--- src/rtl/hc595_ctrl.sv ---
// hc595_ctrl: serialiser from the static segment driver to two cascaded 74HC595s.
//
// Each frame snapshots W = {seg, sel} (14 bits), shifts it out MSB first on
// ds/shcp, pulses stcp to latch it into the 595 outputs, then drives oe low.
// Frames repeat back to back (2 + 15*CLK_DIV sys_clk cycles each), so upstream
// changes appear within one frame.
//
// Optional feature, macro HC595_CHANGE_ONLY_EN: when defined, a frame is only
// started when W differs from the last word sent (or for the first frame after
// reset); otherwise the serial lines stay idle.
//
// Parameters:
//   CLK_DIV     sys_clk cycles per shifted bit; even, >= 2
//
// Ports:
//   sys_clk     system clock
//   sys_rst_n   asynchronous active-low reset
//   sel[5:0]    digit select, sampled only in LOAD
//   seg[7:0]    segment pattern (active-low), sampled only in LOAD
//   ds          serial data to 595 DS
//   shcp        shift clock to 595 SHCP
//   stcp        storage clock to 595 STCP
//   oe          595 output enable, active-low; low once the first frame is latched
//   frame_done  one-cycle pulse on the final LATCH cycle

module hc595_ctrl #(
  parameter int unsigned CLK_DIV = 4
) (
  input  logic       sys_clk,
  input  logic       sys_rst_n,
  input  logic [5:0] sel,
  input  logic [7:0] seg,
  output logic       ds,
  output logic       shcp,
  output logic       stcp,
  output logic       oe,
  output logic       frame_done
);

  localparam int unsigned DivW = (CLK_DIV > 1) ? $clog2(CLK_DIV) : 1;
  localparam logic [DivW-1:0] DivLast = DivW'(CLK_DIV - 1);
  localparam logic [DivW-1:0] DivHalf = DivW'(CLK_DIV / 2);
  localparam logic [DivW-1:0] DivOne  = DivW'(1);
  localparam logic [3:0]      BitLast = 4'd13;

  typedef enum logic [1:0] {
    StIdle,
    StLoad,
    StShift,
    StLatch
  } state_e;

  state_e            state_q, state_d;
  logic [DivW-1:0]   div_cnt_q, div_cnt_d;
  logic [3:0]        bit_cnt_q, bit_cnt_d;
  logic [13:0]       shreg_q, shreg_d;

  logic              ds_q, ds_d;
  logic              shcp_q, shcp_d;
  logic              stcp_q, stcp_d;
  logic              oe_q, oe_d;
  logic              frame_done_q, frame_done_d;

  logic [13:0]       word;
  logic              start_ok;
  logic              latch_end;

  assign word      = {seg, sel};
  assign latch_end = (state_q == StLatch) && (div_cnt_q == DivLast);

`ifdef HC595_CHANGE_ONLY_EN
  logic [13:0] last_sent_q, last_sent_d;
  logic        first_q, first_d;

  // The first frame after reset always goes out so oe can be enabled.
  assign start_ok = first_q || (word != last_sent_q);

  always_comb begin
    last_sent_d = last_sent_q;
    first_d     = first_q;
    if (state_q == StLoad) begin
      last_sent_d = word;
      first_d     = 1'b0;
    end
  end

  always_ff @(posedge sys_clk or negedge sys_rst_n) begin
    if (!sys_rst_n) begin
      last_sent_q <= '0;
      first_q     <= 1'b1;
    end else begin
      last_sent_q <= last_sent_d;
      first_q     <= first_d;
    end
  end
`else
  assign start_ok = 1'b1;
`endif

  // Next-state logic for the frame sequencer.
  always_comb begin
    state_d   = state_q;
    div_cnt_d = div_cnt_q;
    bit_cnt_d = bit_cnt_q;
    shreg_d   = shreg_q;

    unique case (state_q)
      StIdle: begin
        if (start_ok) begin
          state_d = StLoad;
        end
      end

      StLoad: begin
        shreg_d   = word;
        bit_cnt_d = '0;
        div_cnt_d = '0;
        state_d   = StShift;
      end

      StShift: begin
        if (div_cnt_q == DivLast) begin
          div_cnt_d = '0;
          shreg_d   = {shreg_q[12:0], 1'b0};
          // bit_cnt saturates at the last bit rather than wrapping.
          if (bit_cnt_q == BitLast) begin
            state_d = StLatch;
          end else begin
            bit_cnt_d = bit_cnt_q + 4'd1;
          end
        end else begin
          div_cnt_d = div_cnt_q + DivOne;
        end
      end

      StLatch: begin
        if (div_cnt_q == DivLast) begin
          div_cnt_d = '0;
          state_d   = StIdle;
        end else begin
          div_cnt_d = div_cnt_q + DivOne;
        end
      end

      default: begin
        state_d = StIdle;
      end
    endcase
  end

  // Outputs are decoded from the next-state view and registered, so each output
  // register lines up with the state/counter registers on the same edge.
  always_comb begin
    ds_d         = 1'b0;
    shcp_d       = 1'b0;
    stcp_d       = 1'b0;
    frame_done_d = 1'b0;
    oe_d         = oe_q;

    unique case (state_d)
      StShift: begin
        ds_d   = shreg_d[13];
        shcp_d = (div_cnt_d >= DivHalf);
      end
      StLatch: begin
        ds_d         = ds_q;
        stcp_d       = (div_cnt_d < DivHalf);
        frame_done_d = (div_cnt_d == DivLast);
      end
      default: begin
        ds_d = 1'b0;
      end
    endcase

    // oe drops on the edge that ends the final LATCH cycle and stays low.
    if (latch_end) begin
      oe_d = 1'b0;
    end
  end

  always_ff @(posedge sys_clk or negedge sys_rst_n) begin
    if (!sys_rst_n) begin
      state_q      <= StIdle;
      div_cnt_q    <= '0;
      bit_cnt_q    <= '0;
      shreg_q      <= '0;
      ds_q         <= 1'b0;
      shcp_q       <= 1'b0;
      stcp_q       <= 1'b0;
      oe_q         <= 1'b1;
      frame_done_q <= 1'b0;
    end else begin
      state_q      <= state_d;
      div_cnt_q    <= div_cnt_d;
      bit_cnt_q    <= bit_cnt_d;
      shreg_q      <= shreg_d;
      ds_q         <= ds_d;
      shcp_q       <= shcp_d;
      stcp_q       <= stcp_d;
      oe_q         <= oe_d;
      frame_done_q <= frame_done_d;
    end
  end

  assign ds         = ds_q;
  assign shcp       = shcp_q;
  assign stcp       = stcp_q;
  assign oe         = oe_q;
  assign frame_done = frame_done_q;

endmodule

--- config.mk ---
export PLATFORM = sky130hd
export DESIGN_NAME = hc595_ctrl
export DESIGN_NICKNAME = d
export VERILOG_FILES = /design/src/rtl/hc595_ctrl.sv
export SDC_FILE = /design/constraint.sdc
export NUM_CORES = 1
export LEC_CHECK = 0
export ABC_AREA = 0
export CAP_MARGIN = 40
export CORE_MARGIN = 4
export CORE_UTILIZATION = 52
export DETAILED_ROUTE_END_ITERATION = 16
export PLACE_DENSITY_LB_ADDON = 0.3
export SETUP_SLACK_MARGIN = 0.5
export SLEW_MARGIN = 30
export SYNTH_ARGS = -nofsm -noshare
export SYNTH_HDL_FRONTEND = slang
export SYNTH_SLANG_ARGS = --single-unit
export TNS_END_PERCENT = 30
--- constraint.sdc ---
create_clock -name sys_clk -period 1.9 [get_ports sys_clk]
set_clock_uncertainty 0.15 [all_clocks]
set_input_delay 0.57 -clock sys_clk [delete_from_list [all_inputs] [get_ports sys_clk]]
set_output_delay 0.57 -clock sys_clk [all_outputs]
set_load 0.1 [all_outputs]
==> run metrics <==
worst slew pin tran=0.244 ns; max incr delay on CP=0.59 ns; Synth Cell Area=1330 sq um; worst min path class=flop to flop; I/O Buffers=20; #FFs+latches synth=27; worst endpoint required time=1.18 ns; Sw Pwr=0.202 mW; syn_nets=148; clock slew seen by the registers of the worst setup and hold paths=0.15 ns; Sink Count=27; Critical Path Start=oe; Routed Antenna Nets=0; Seq/Total Area, Yosys=50.8%; logic gate share of total power=7.6%; CP Class=flop to primary output; DR vias=1146; DP HPWL=1990 microns; global-route wire length before repair=5220 microns; CP top delay family=flip-flops; critical path's slowest cell=dfstp_2; Leak=0.921 nW; IO Pins=21; WL final=3530 microns; Reg2Reg Capture Point=frame_done; reg-to-reg slack, setup=0.18 ns; Sequential Power Share=64.8%; Max Cap Viol=0; placed cell area=1640 sq um; clock root cell=clkbuf_4; maximum clock rate=552 MHz; GRT Total Usage=20.0%; critical path endpoint=oe; CTS Hold Buffers Added=0; vias in the first global route=1138; clk buf depth=2; Worst setup EP type=primary output; IR drop worst, VDD=0.379 mV; Main synth FF type=dfrtp_1; WP data arrival=1.09 ns; Yosys top cell area share=48.9%; Die X=58.6 microns; worst-path cell chain=buf_12; Slew headroom=83.7%; GP Congestion=0.777; outcome=finished clean; Ys Warns=0; die area=3430 sq um; FFs w/ async S/R, synth=100%; TritonCTS Buffers=3; share of layout cells above drive strength 1=41.9%; Setup WS pre-CTS=-0.0489 ns; initial antenna violation count=0; R2R Path Start=state_q[0]; DRT Pass-1 Iters=4; Final Hold Fails=0; internal power=0.699 mW; Final Cell Area=2000 sq um; setup violators final=0; Critical Path Start Type=flop; Starting Density=54.2%; post-DR wirelength/cell=17.9 microns; Worst-Skew Late Latency=0.33 ns; largest cells by area after synthesis=dfrtp_1 (49%), a22oi_1 (6.8%), ha_1 (6.6%), o21ai_0 (6.0%), nand2_1 (5.1%); Rows=18; fin. max-slew vios=0; logic depth of the worst path, buffers included=1; CTS tree=built; core area=2450 sq um; # nets final=191; final setup margin=0.0884 ns; 1st-iter DRT viols=29; PD cells=451 nW/um^2; Netlist cell types=32; post-synthesis cell type with the largest combined area=dfrtp_1; number of vias per cell=5.82; Gate Count Post-Synth=125; final worst-path cycle share=95.3%; largest net degree at the start of global routing=28; Switching Fraction=22.4%; Post-synth EDFFs=0; GR Overflow Total=0; CP max FO=2; # H-tree levels=1; Mapped Avg Cell Area=10.7 sq um; crit path time final=1.81 ns; DRC viols=0; number of inserted diodes=0; Clock power frac=27.6%; Die Y=58.6 microns; RSZ-0062 raised after global routing=yes; Area growth syn-to-layout=49.9%; Bufs and invs on worst path=1; FF-to-FF path depth=8
-- registers in the layout, indices dropped and copies added, names as in the netlist --
name	flops
shreg_q	14
bit_cnt_q	4
div_cnt_q	2
state_q	2
ds	1
frame_done	1
oe	1
shcp	1
stcp	1
-- stage by stage --
| step | total power [mW] | utilization [%] | setup TNS (ns) | cells | hold WS (ns) |
|---|---|---|---|---|---|
| final | 0.900 | 81.3 | 0 | 197 | 0.356 |
| after global routing | 0.935 | 81.3 | 0 | 197 | 0.374 |
| after detailed placement | 0.660 | 66.7 | -0.0489 | 173 | 0.323 |
| after floorplan | 0.605 | - | 0 | 125 | 0.124 |
| after CTS | 0.903 | 74.7 | 0 | 191 | 0.357 |
| after global placement | 0.658 | 66.7 | 0 | 173 | 0.313 |
-- cells by family after synthesis --
kind of cell	count (synthesis)	synth area share, %
AOI/OAI and AO/OA	40	21.3
xor gates and xnor gates	2	1.32
adders and majority gates	7	6.58
buffers and inverters	12	5.36
DFF	27	50.8
and+or+nand+nor	37	14.6
-- power by group through the flow --
stage,Combinational [mW],Sequential [mW],Clock (mW)
after floorplan,0.00536,0.600,0
after global placement,0.0654,0.593,0
after detailed placement,0.0669,0.593,0
after CTS,0.0686,0.583,0.252
after global routing,0.0734,0.584,0.277
final,0.0686,0.583,0.249
-- cells in the mapped netlist, types with 2 or more instances --
| library cell | count |
|---|---|
| ha_1 | 7 |
| nor2_1 | 5 |
| buf_2 | 2 |
| o21ai_0 | 16 |
| xor2_1 | 2 |
| inv_2 | 2 |
| o21ai_1 | 3 |
| inv_1 | 4 |
| dfrtp_1 | 26 |
| a22oi_1 | 12 |
| nand2_1 | 18 |
| nand3_1 | 5 |
| buf_6 | 3 |
| nand4_1 | 2 |
-- layout make-up --
class / count / area, sq um
clock buffers: 3 / 22.5
clock inverters: 1 / 5.00
fillers: 154 / 459
inverters: 6 / 25.0
multi-input cells: 86 / 734
flip-flops and latches: 27 / 683
well taps: 30 / 37.5
repair buffers: 44 / 488
-- per-layer routing --
layer  track usage, %  up-vias  share of wire [%]
met2             35.1       29                 52
met3             3.51       14                4.4
met5                0        -                  0
li1                 -      527                  -
met1             24.9      576                 40
met4             6.80        0                3.9
-- placed cells by master, fill, tap and decap left out, drive strengths merged --
cell type	count
nand2b	1
o21ai	20
a32o	1
dfstp	1
inv	6
nand2	18
nand4	2
a22o	1
nand3	5
buf	28
ha	7
nor3	1
clkinv	1
clkdlybuf4s50	15
xor2	2
and3	1
nor3b	2
a22oi	12
o31ai	1
nor2	6
o211a	1
and2b	1
clkbuf	4
a31oi	1
a21oi	2
dfrtp	26
a21boi	1
-- worst min path at each step --
stage	startpoint	to	slack, ns	depth (start not counted)
2_1_floorplan	sys_rst_n	bit_cnt_q[0]	0.12	0
3_3_place_gp	shreg_q[7]	shreg_q[7]	0.31	2
3_5_place_dp	shreg_q[7]	shreg_q[7]	0.32	2
4_1_cts	shreg_q[7]	shreg_q[7]	0.36	2
5_1_grt	shreg_q[5]	shreg_q[5]	0.37	2
6_report	shreg_q[10]	shreg_q[10]	0.36	2
-- timing repair --
item / in CTS / in global routing
hold endpoints to repair: 0 / 0
cloned: 0 / 1
pin swaps: 7 / 11
gates resized for setup: 8 / 34
endpoints found under the setup margin: 27 / 30
setup buffers: 14 / 5
Note: power is estimated with default switching activity, not from simulation.
